===== config.mk =====
export PLATFORM = sky130hd
export DESIGN_NAME = burst_addr_gen
export DESIGN_NICKNAME = d
export VERILOG_FILES = /design/src/rtl/gpu_mem_pkg.sv /design/src/rtl/lpm_counter.sv /design/src/rtl/burst_addr_gen.sv
export SDC_FILE = /design/constraint.sdc
export NUM_CORES = 1
export LEC_CHECK = 0
export CAP_MARGIN = 20
export CORE_MARGIN = 1
export CORE_UTILIZATION = 46
export DETAILED_ROUTE_END_ITERATION = 10
export GPL_TIMING_DRIVEN = 0
export PLACE_DENSITY = 0.84
export SLEW_MARGIN = 20
export SYNTH_ARGS = -nofsm -noshare
export SYNTH_HDL_FRONTEND = slang
export SYNTH_SLANG_ARGS = --single-unit

===== constraint.sdc =====
create_clock -name clock -period 2.2 [get_ports clock]
set_input_delay 0.44 -clock clock [delete_from_list [all_inputs] [get_ports clock]]
set_output_delay 0.44 -clock clock [all_outputs]
set_load 0.01 [all_outputs]

===== src/rtl/gpu_mem_pkg.sv =====
// Shared types for the GPU memory-request path: burst request record,
// address generator state encoding and default field widths.
package gpu_mem_pkg;

  localparam int ADDR_WIDTH_DEF = 16;
  localparam int LEN_WIDTH_DEF  = 8;

  typedef enum logic {
    IDLE = 1'b0,
    RUN  = 1'b1
  } state_t;

  typedef struct packed {
    logic [ADDR_WIDTH_DEF-1:0] addr;
    logic [LEN_WIDTH_DEF-1:0]  len;
    logic                      down;
  } burst_req_t;

endpackage


===== src/rtl/lpm_counter.sv =====
// Loadable up/down counter with synchronous clear, load and count enable.
// Priority: sclr > sload > cnt_en.
module lpm_counter #(
  parameter int    lpm_width     = 8,
  parameter string lpm_direction = "UP"
) (
  input  logic                 clock,
  input  logic                 sclr,
  input  logic                 sload,
  input  logic                 cnt_en,
  input  logic [lpm_width-1:0] data,
  output logic [lpm_width-1:0] q
);

  localparam bit COUNT_DOWN = (lpm_direction == "DOWN");

  logic [lpm_width-1:0] count_q;
  logic [lpm_width-1:0] count_d;

  always_comb begin
    count_d = count_q;
    if (sclr) begin
      count_d = '0;
    end else if (sload) begin
      count_d = data;
    end else if (cnt_en) begin
      count_d = COUNT_DOWN ? count_q - 1'b1 : count_q + 1'b1;
    end
  end

  always_ff @(posedge clock) begin
    count_q <= count_d;
  end

  assign q = count_q;

endmodule


===== src/rtl/burst_addr_gen.sv =====
// Burst address generator: accepts {base, length, direction} and emits one
// address per beat under valid/ready, with back-to-back burst chaining.
module burst_addr_gen
  import gpu_mem_pkg::*;
#(
  parameter int ADDR_WIDTH = ADDR_WIDTH_DEF,
  parameter int LEN_WIDTH  = LEN_WIDTH_DEF,
  parameter int STRIDE     = 1
) (
  input  logic                  clock,
  input  logic                  reset_n,
  input  logic                  req_valid,
  output logic                  req_ready,
  input  logic [ADDR_WIDTH-1:0] req_addr,
  input  logic [LEN_WIDTH-1:0]  req_len,
  input  logic                  req_down,
  output logic                  out_valid,
  input  logic                  out_ready,
  output logic [ADDR_WIDTH-1:0] out_addr,
  output logic                  out_last,
  input  logic                  abort,
  output logic                  busy,
  output logic                  done
);

  localparam logic [ADDR_WIDTH-1:0] STEP = ADDR_WIDTH'(STRIDE);

  state_t                  state_q, state_d;
  logic [ADDR_WIDTH-1:0]   addr_q, addr_d;
  logic                    last_q, last_d;
  logic                    down_q, down_d;
  logic                    done_q, done_d;
  logic [LEN_WIDTH-1:0]    remaining;

  logic beat_hs;
  logic accept;
  logic len_zero;

  assign out_valid = (state_q == RUN);
  assign busy      = (state_q == RUN);
  assign out_addr  = addr_q;
  assign out_last  = last_q;
  assign done      = done_q;

  // A new request may ride on the final-beat handshake so bursts chain with no bubble.
  assign beat_hs   = out_valid && out_ready;
  assign req_ready = !abort && ((state_q == IDLE) || (beat_hs && last_q));
  assign accept    = req_valid && req_ready;
  assign len_zero  = (req_len == '0);

  always_comb begin
    state_d = state_q;
    addr_d  = addr_q;
    last_d  = last_q;
    down_d  = down_q;
    done_d  = 1'b0;
    if (abort) begin
      state_d = IDLE;
      last_d  = 1'b0;
    end else begin
      // Completion of the old burst and an accepted empty burst merge into one pulse.
      done_d = (beat_hs && last_q) || (accept && len_zero);
      if (accept) begin
        if (len_zero) begin
          state_d = IDLE;
          last_d  = 1'b0;
        end else begin
          state_d = RUN;
          addr_d  = req_addr;
          last_d  = (req_len == LEN_WIDTH'(1));
          down_d  = req_down;
        end
      end else if (beat_hs && last_q) begin
        state_d = IDLE;
        last_d  = 1'b0;
      end else if (beat_hs) begin
        addr_d = down_q ? addr_q - STEP : addr_q + STEP;
        last_d = (remaining == LEN_WIDTH'(2));
      end
    end
  end

  always_ff @(posedge clock) begin
    if (!reset_n) begin
      state_q <= IDLE;
      addr_q  <= '0;
      last_q  <= 1'b0;
      down_q  <= 1'b0;
      done_q  <= 1'b0;
    end else begin
      state_q <= state_d;
      addr_q  <= addr_d;
      last_q  <= last_d;
      down_q  <= down_d;
      done_q  <= done_d;
    end
  end

  lpm_counter #(
    .lpm_width    (LEN_WIDTH),
    .lpm_direction("DOWN")
  ) u_beat_cnt (
    .clock (clock),
    .sclr  (abort || !reset_n),
    .sload (accept),
    .cnt_en(beat_hs),
    .data  (req_len),
    .q     (remaining)
  );

endmodule


==> impl_metrics.ini <==
[synthesis]
syn_area_mm2 = 0.00228
synth_seq_cells = 28
synth_warnings = 0
synth-edff-count = 0
synth_top_area_share_pct = 24.6
ys_types = 61
syn_inst = 279
synth_ff_type = dfxtp_1
ys_seq_area_share_pct = 24.6
synth_area_leaders = dfxtp_1, ha_1, o211ai_1
avgSynthCellArea_um2 = 8.16
syn-num-nets = 326
synthArstFlopShare_pct = 0
yosysTopAreaCell = dfxtp_1

[detailed_routing]
wl_mm = 7.13
wl_per_cell_um = 17.5
drtPass1Iterations = 4
viasPerCell = 6.18
drtAntennaViolNets = 0
vias = 2521
drc = 0
drt_iter0_drc = 171

[die]
pin_count = 51
coreArea_mm2 = 0.00475
rows = 25
dieHeight_um = 72.3
die_width_um = 72.3
start_util_pct = 47.9
dieArea_mm2 = 0.00523

[worst_setup_path]
r2r-start = down_q$_SDFFE_PN0P_
path_max_fanout = 10
critical-path-max-stage-delay_ps = 540
crit_end = out_addr[7]$_SDFFE_PN0P_
crit_path_cell_trace = clkdlybuf4s50_1 -> nor4_1 -> nand2_2 -> a21oi_4 -> nor3_1 -> a2111oi_2
rrSetupSlack_ps = -20
end_kind = flip-flop
cp-startpoint = req_len[6]
worst-path-stages = 6
worstPathArrival_ps = 2430
reg2reg_depth = 7
cp.required_ps = 2400
cpLargestDelayFamily = simple AND/OR/NAND/NOR gates
crit_type = in2reg
worst-path-buf-inv = 1
worst_path_max_delay_cell = nor4_1
r2r-end = out_addr[12]$_SDFFE_PN0P_
critical_path.startpoint_type = input port

[cells_and_area]
syn2layout_area_growth_pct = 35.5
finalNonFillerCells = 408
finalNetCount = 389
layout-drive-gt1-share_pct = 13.8
diodes = 0

[global_routing]
grt_pass1_vias = 2347
grt_pass1_wl_mm = 11.0
antenna_found_initial = 0
grt_usage_pct = 26.6
grt_max_degree = 17
grt_overflow = 0

[placed_design]
globalplace.congestion = 0.929
numPlacedInstances = 396
dpl.hpwl_mm = 4.90
portBuffers = 50

[clock_tree]
cts_root_buffer = clkbuf_8
clkSinkCount = 28
cts_buffer_depth = 2
cts_buffers = 3
clkLatencyLatePin_ps = 290
htreeDepth = 1
path_clk_slew_ps = 120
cts_tree = yes

[status]
violations = setup timing
status = finished with violations

[timing]
finalWorstSetupSlack_ps = -29.5
rsz0062_at_grt = true
skew_ps = 6.92
period_needed_ps = 2230
period_share_pct = 101
hold_viol = 0
fmax_mhz = 449
whs_ps = 504
slew_headroom_pct = 46.9
worstMarginPinSlew_ps = 791
finalMaxSlewViolations = 0
setup-violations-final = 2

[job]
cap_violations = 0

[power_and_ir_drop]
p_total_mw = 1.37
power_density_mw_per_mm2 = 444
p_leak_nw = 1.21
ir_worst_vdd_v = 0.000372

[min_path]
hold_class = reg2reg
cells by family (layout without fill, tap and decap cells):
family | count (synthesis) | in the layout | share of synthesized area [%]
AOI/OAI and AO/OA | 109 | 109 | 35.4
xor gates and xnor gates | 10 | 10 | 3.85
DFF | 28 | 28 | 24.6
adders and majority gates | 17 | 17 | 9.68
muxes | 1 | 1 | 0.440
buffers and inverters | 21 | 83 | 4.67
and+or+nand+nor | 93 | 93 | 21.3
layout make-up:
type	instances	area [um2]
Buffer	13	76.3
Clock buffer	3	41.3
Clock inverter	1	30.0
Fill cell	423	1670
Inverter	7	26.3
Multi-Input combinational cell	230	1690
Sequential cell	28	564
Tap cell	67	83.8
Timing Repair Buffer	59	573
how the worst min path moves through the flow:
stage,start,to,slack (ps),cells past startpoint
2_1_floorplan,out_addr[2]$_SDFFE_PN0P_,out_addr[2]$_SDFFE_PN0P_,490,2
3_3_place_gp,out_addr[2]$_SDFFE_PN0P_,out_addr[2]$_SDFFE_PN0P_,470,2
3_5_place_dp,out_addr[2]$_SDFFE_PN0P_,out_addr[2]$_SDFFE_PN0P_,480,2
4_1_cts,out_addr[2]$_SDFFE_PN0P_,out_addr[2]$_SDFFE_PN0P_,490,2
5_1_grt,out_addr[2]$_SDFFE_PN0P_,out_addr[2]$_SDFFE_PN0P_,530,2
6_report,out_addr[2]$_SDFFE_PN0P_,out_addr[2]$_SDFFE_PN0P_,500,2
worst reg2reg max path, stage by stage, from the launching register on:
cell and delay (ps):
dfxtp_4 400, buf_6 150, fa_2 360, a211oi_4 270, o21ai_4 110, a2111o_1 430, a21o_1 170, a32o_1 230
routing by layer:
metal	vias to the layer above	routed length [um]	track usage [%]	part of all wire (%)
met5	-	0	0	0
met4	0	78	6.75	1.1
met3	11	535	3.47	7.5
met2	113	3350	44.9	47
met1	1200	3170	35.8	44
li1	1197	-	-	-
cell usage in the layout, fill, tap and decap left out, types with 3 or more instances in the layout:
master and n:
or3_1 6, a311oi_1 3, nor4_1 6, nand3_1 9, o21a_1 4, o211a_1 3, a21oi_1 19, buf_2 7
a31oi_1 3, and3_1 3, ha_1 14, a21o_1 9, and2_1 4, clkdlybuf4s50_1 48, nand2_1 18, xnor2_1 5
clkbuf_1 3, buf_4 9, buf_6 3, o21ai_0 12, and4_1 3, o211ai_1 18, nor2b_1 3, a211oi_1 8
dfxtp_1 27, nor2_1 21, xor2_1 5, clkbuf_8 3, inv_1 7, nor3_1 7
power by group:
group          total, mW  internal, mW  switching [mW]
clock network      0.439         0.244           0.194
registers          0.558         0.531          0.0269
logic              0.372         0.182           0.189
synthesized netlist by cell type (2+ instances only):
library cell,number
or3_1,6
nor4_1,6
and3_1,3
a31oi_1,3
o21a_1,4
a21oi_1,20
buf_6,2
a32o_1,2
ha_1,16
o211ai_1,18
a21o_1,9
a311oi_1,3
xor2_1,5
nand2b_1,2
nand2_1,19
nor3_1,8
o21ai_0,14
nor2_1,22
inv_1,7
a2111o_1,2
o211a_1,3
dfxtp_1,28
clkbuf_1,4
xnor2_1,5
and4_1,3
buf_2,7
o21bai_1,2
and2_1,4
o311ai_0,2
nand3_1,9
a211oi_1,9
nor2b_1,3
flip-flops by register name, summed over array words and instances, names as in the netlist:
register,count
out_addr,16
u_beat_cnt.q,8
busy,1
done,1
down_q,1
out_last,1
what timing repair did:
action | in CTS | in global routing
buffers inserted | 3 | 6
setup endpoints to repair | 7 | 5
hold buffers | 0 | 0
hold endpoints to repair | 0 | 0
pin swaps | 1 | 2
gates resized for setup | 10 | 14
stage by stage:
step	util, %	setup slack (ps)	TNS [ps]	cell area, um2
after floorplan	-	24.5	0	2280
after global placement	60.2	-385	-3600	2860
after detailed placement	60.2	-394	-3930	2860
after CTS	62.8	2.16	0	2990
after global routing	64.8	-150	-431	3080
final	64.8	-29.5	-49.6	3080
No activity file was read; power rests on OpenSTA's default activity.
